<file path="config.mk">
export PLATFORM = sky130hd
export DESIGN_NAME = mem_arbiter
export DESIGN_NICKNAME = d
export VERILOG_FILES = /design/src/rtl/mem_arbiter.sv
export SDC_FILE = /design/constraint.sdc
export NUM_CORES = 1
export LEC_CHECK = 0
export BUFFER_PORTS_ARGS = -buffer_cell sky130_fd_sc_hd__buf_2
export CORE_MARGIN = 2
export CORE_UTILIZATION = 42
export DETAILED_ROUTE_END_ITERATION = 8
export GPL_ROUTABILITY_DRIVEN = 0
export PLACE_DENSITY_LB_ADDON = 0.12
export SLEW_MARGIN = 5
export SYNTH_ARGS = -nofsm -noshare
export SYNTH_HDL_FRONTEND = slang
export SYNTH_SLANG_ARGS = --single-unit
</file>
<file path="constraint.sdc">
create_clock -name clk -period 2.55 [get_ports clk]
set_input_delay 0 -clock clk [delete_from_list [all_inputs] [get_ports clk]]
set_output_delay 0 -clock clk [all_outputs]
set_load 0.1 [all_outputs]
</file>
<file path="src/rtl/mem_arbiter.sv">
// rtl/mem_arbiter.sv - two-port (fetch/data) arbiter onto a shared memory bus; optional grant timeout via MEM_ARBITER_TIMEOUT_EN
module mem_arbiter #(
  parameter int TIMEOUT = 16
) (
  input  logic        clk,
  input  logic        rst,
  input  logic        if_req,
  input  logic [31:0] if_addr,
  output logic [31:0] if_rdata,
  output logic        if_ack,
  input  logic        mem_req,
  input  logic        mem_we,
  input  logic [31:0] mem_addr,
  input  logic [31:0] mem_wdata,
  input  logic [3:0]  mem_sel,
  output logic [31:0] mem_rdata,
  output logic        mem_ack,
  output logic        bus_req,
  output logic        bus_we,
  output logic [31:0] bus_addr,
  output logic [31:0] bus_wdata,
  output logic [3:0]  bus_sel,
  input  logic [31:0] bus_rdata,
  input  logic        bus_ack,
  output logic        stallreq,
  output logic        bus_err
);

  typedef enum logic [1:0] {IDLE, GNT_MEM, GNT_IF, DONE} state_t;

  if (TIMEOUT < 2 || TIMEOUT > 255) begin : g_bad_timeout
    $error("mem_arbiter: TIMEOUT must be in 2..255");
  end

  state_t      state, state_nxt;
  logic        last_mem;     // 1: most recent grant went to the data port
  logic [31:0] lat_addr;
  logic [31:0] lat_wdata;
  logic        lat_we;
  logic [3:0]  lat_sel;
  logic [31:0] rdata_q;
  logic        timeout_hit;
  logic        grant_mem;

`ifdef MEM_ARBITER_TIMEOUT_EN
  localparam logic [7:0] CNT_LAST = 8'(TIMEOUT - 1);
  logic [7:0] cnt;
  logic       err_q;
  assign timeout_hit = (cnt == CNT_LAST);
`else
  assign timeout_hit = 1'b0;
`endif

  // Data port wins unless it also won last time and fetch is waiting.
  assign grant_mem = mem_req & ~(last_mem & if_req);

  // State register.
  always_ff @(posedge clk) begin
    if (rst) state <= IDLE;
    else     state <= state_nxt;
  end

  // Next-state decision; DONE never samples requests.
  always_comb begin
    state_nxt = state;
    case (state)
      IDLE: begin
        if (grant_mem)   state_nxt = GNT_MEM;
        else if (if_req) state_nxt = GNT_IF;
        else             state_nxt = IDLE;
      end
      GNT_MEM, GNT_IF: begin
        if (bus_ack || timeout_hit) state_nxt = DONE;
      end
      default: state_nxt = IDLE;
    endcase
  end

  // Request latching, read-data capture and grant-age counting.
  always_ff @(posedge clk) begin
    if (rst) begin
      last_mem  <= 1'b0;
      lat_addr  <= '0;
      lat_wdata <= '0;
      lat_we    <= 1'b0;
      lat_sel   <= '0;
      rdata_q   <= '0;
`ifdef MEM_ARBITER_TIMEOUT_EN
      cnt       <= '0;
      err_q     <= 1'b0;
`endif
    end else begin
      case (state)
        IDLE: begin
`ifdef MEM_ARBITER_TIMEOUT_EN
          cnt <= '0;
`endif
          if (state_nxt == GNT_MEM) begin
            last_mem  <= 1'b1;
            lat_addr  <= mem_addr;
            lat_wdata <= mem_wdata;
            lat_we    <= mem_we;
            lat_sel   <= mem_sel;
          end else if (state_nxt == GNT_IF) begin
            last_mem  <= 1'b0;
            lat_addr  <= if_addr;
            lat_wdata <= '0;
            lat_we    <= 1'b0;
            lat_sel   <= 4'hF;
          end
        end
        GNT_MEM, GNT_IF: begin
          if (bus_ack) begin
            rdata_q <= lat_we ? 32'h0 : bus_rdata;
`ifdef MEM_ARBITER_TIMEOUT_EN
            err_q   <= 1'b0;
`endif
          end else if (timeout_hit) begin
            rdata_q <= '0;
`ifdef MEM_ARBITER_TIMEOUT_EN
            err_q   <= 1'b1;
`endif
          end else begin
`ifdef MEM_ARBITER_TIMEOUT_EN
            cnt <= cnt + 8'd1;
`endif
          end
        end
        default: ;
      endcase
    end
  end

  // Bus drive during grants, completion pulse and read data in DONE.
  always_comb begin
    bus_req   = 1'b0;
    bus_we    = 1'b0;
    bus_addr  = '0;
    bus_wdata = '0;
    bus_sel   = '0;
    if_ack    = 1'b0;
    mem_ack   = 1'b0;
    if_rdata  = '0;
    mem_rdata = '0;
    bus_err   = 1'b0;
    case (state)
      GNT_MEM, GNT_IF: begin
        bus_req   = 1'b1;
        bus_we    = lat_we;
        bus_addr  = lat_addr;
        bus_wdata = lat_wdata;
        bus_sel   = lat_sel;
      end
      DONE: begin
        if_ack  = ~last_mem;
        mem_ack = last_mem;
        if (last_mem) mem_rdata = rdata_q;
        else          if_rdata  = rdata_q;
`ifdef MEM_ARBITER_TIMEOUT_EN
        bus_err = err_q;
`endif
      end
      default: ;
    endcase
  end

  assign stallreq = (if_req & ~if_ack) | (mem_req & ~mem_ack);

endmodule

</file>
==> results by group <==
Logic synthesis
  – Synth top area share: 0.383
  – Post-synth EDFFs: 0
  – Cell variety after synth: 29
  – Main synth FF type: dfxtp_1
  – Area contributors post-synth: dfxtp_1, and2_1, a21oi_1, a41oi_1, nor3b_1
  – #FFs+latches synth: 104
  – Asr flop ratio synth: 0
  – Yosys top cell by area: dfxtp_1
  – Synth Instances: 686
  – Sequential share of the synthesized area: 0.383
  – Syn Area/Cell: between 7 and 8 um^2
  – Syn Nets: 827
  – Synth warn: 0
  – Synthesized cell area: 5430 um^2

Drt
  – Routed WL per cell: roughly 16 um
  – Pre-antenna DRT Iters: 5
  – Vias per cell: 5.40
  – Iter 0 DRT Violations: 562
  – Final ANT Viol Nets: 0
  – Post-route DRC: 0
  – Via Count: 6,252
  – Routed Wire Length: ~19 mm

Timing
  – Hold Vio Cnt, Final: 0
  – Worst-Margin Slew: 0.847 ns
  – Final TNS setup: 0 ns
  – Post-layout minimum cycle time: between 2 and 2.5 ns
  – Fin. max-slew vios: 0
  – RSZ-0062 raised after global routing: no
  – Clock Skews: 0.00725 ns
  – Fin crit share: 0.911
  – Finish-stage setup viols: 0
  – Top achievable clock speed: between 0.4 and 0.5 GHz
  – Slew HR: 0.436

Min path
  – Hold path depth: 3
  – Hold wc startpoint: mem_addr[30]
  – Hold endpoint: lat_addr[30]
  – Hold Path Class: input pin to flip-flop

Worst setup path
  – Critical path class: flip-flop to primary output
  – Crit end category: primary output
  – R2R cell count: 10
  – Critical Path RT: 2.55 ns
  – Critical path's top delay family: buffers and inverters
  – Reg2reg end: lat_addr[25]
  – Worst path slowest cell: dfxtp_2
  – Crit-path max FO: 34
  – Bufs and invs on worst path: 4
  – R2R Setup Slk: 0.24 ns
  – Critical path's largest stage delay: 0.37 ns
  – CP arrival: 2.32 ns
  – Critical Path Source Type: flip-flop
  – Most common cell on crit path: buf_4
  – RR Startpoint: state[0]
  – CP Cell Sequence: ha_2 -> clkinv_1 -> buf_4 -> nor2_2 -> buf_4 -> and2_1 -> buf_12

Clock tree
  – Post-CTS setup buffer count: 0
  – CTS tree: built
  – CTS root buffer: clkbuf_16
  – Cts bufs inserted: 9
  – Skew-Pair Late Insertion Delay: 0.34 ns
  – H-tree depth: 3
  – # clock sinks: 104
  – Clk slew on worst S/H paths: 0.07 ns
  – CTS max path bufs: 2

Final layout
  – P&R area growth vs syn: 55.8%
  – Commonest non-fill, non-tap cells in the layout: buf_2, and2_1, dfxtp_1
  – Commonest non-fill, non-tap cell in the layout: buf_2
  – NumNets Final: 1,120
  – Layout cells sized above 1: 0.340

Global routing
  – First-pass GRT wire length: about 31 mm
  – GRT overflow: 0
  – GRT Util Overall: 0.266
  – Pin count of the biggest net entering global routing: 69
  – Vias in the first global route: 6,251
  – Initial antenna violation count: 1

Placed design
  – DP HPWL: between 10 and 15 mm
  – IO Port Bufs: 274

Floorplan
  – Die Area: 13,900 um^2
  – Io pins: 276
  – Starting Density: 0.430
  – Die Y: 118 um
  – Chip width: 118 um
  – Core Area: about 13,000 um^2
  – Cell row count: between 40 and 50

Power
  – Peak VDD IR: 0.762 mV
  – Overall power: 0.00903 W
  – PwrDens: about 1100 nW/um^2
  – Static leakage: 3.84 nW

Flow run
  – Max capacitance violation total: 0

Status
  – Outcome: finished, final reports clean
## metal layers
| metal | GRT usage | up-vias | part of all wire |
|---|---|---|---|
| met4 | 0.108 | 0 | 0.034 |
| met3 | 0.0596 | 49 | 0.066 |
| met1 | 0.325 | 2948 | 0.41 |
| met2 | 0.450 | 266 | 0.49 |
| met5 | 0 | - | 0 |
| li1 | - | 2989 | - |
## sequential cells by signal, indices dropped and copies added, names as in the netlist
name / cells
state: 2
lat_we: 1
rdata_q: 32
lat_sel: 4
lat_wdata: 32
last_mem: 1
lat_addr: 32
## how the worst max path moves through the flow
stage	start	to	depth (start not counted)
floorplan	state[0]	lat_addr[10]	14
global placement	state[1]	lat_addr[24]	10
detailed placement	state[1]	lat_addr[26]	10
CTS	state[0]	if_rdata[5]	7
global route	state[0]	if_rdata[5]	7
finish	state[0]	if_rdata[5]	7
## layout make-up
type | count | area [um^2]
antenna | 1 | 2.50
clock buffer | 9 | 225
clock inverter | 7 | 100
fill | 1033 | 4160
inverter | 5 | 18.8
multi-input combinational | 495 | 3050
sequential | 104 | 2080
tap | 172 | 215
timing repair buffer | 364 | 2770
## cells by family after synthesis
group	count (synthesis)	synth area share
and+or+nand+nor	321	0.321
AOI/OAI and AO/OA	170	0.214
DFF	104	0.383
buffers and inverters	87	0.0744
adders and majority gates	3	0.00691
other	1	0.000691
## cells in the mapped netlist, types with 2 or more instances
master      n
dfxtp_1   104
and2_1    102
nor2_1     71
a21oi_1    68
clkbuf_1   57
nand2_1    38
nor3b_1    36
nand3_1    33
a211oi_1   32
a41oi_1    32
and3_1     32
o31ai_1    32
buf_2      17
buf_6       7
nor3_1      5
inv_1       4
ha_1        3
o21a_1      2
## report_power, final
part           total [W]  internal [W]  switching (W)
Sequential       0.00224       0.00204       0.000206
Clock            0.00150      0.000871       0.000630
Combinational    0.00529       0.00157        0.00372
Total            0.00903       0.00448        0.00455
## timing repair
action	4_1_cts	5_1_grt
hold buffers	69	0
gates resized for setup	0	2
setup endpoints to repair	0	33
hold endpoints to repair	69	0
## stage by stage
stage                     instances  hold WS [ns]  area (um^2)   util  worst slack (ns)
after floorplan                 686         0.153         5540      -           -0.0592
after global placement         1071         0.264         7440  0.589             0.212
after detailed placement       1071         0.268         7440  0.589             0.139
after CTS                      1156       0.00850         8450  0.670            0.0462
after global routing           1157        0.0309         8460  0.670            0.0668
final                          1157        0.0207         8460  0.670             0.227
## worst reg2reg max path, delay by kind of cell, from the launching register on
kind,cells,cell delay [ns]
buffers and inverters,2,0.28
DFF,1,0.37
and+or+nand+nor,2,0.31
AOI/OAI and AO/OA,4,0.71
adders and majority gates,2,0.56
No activity file was read; power rests on OpenSTA's default activity.
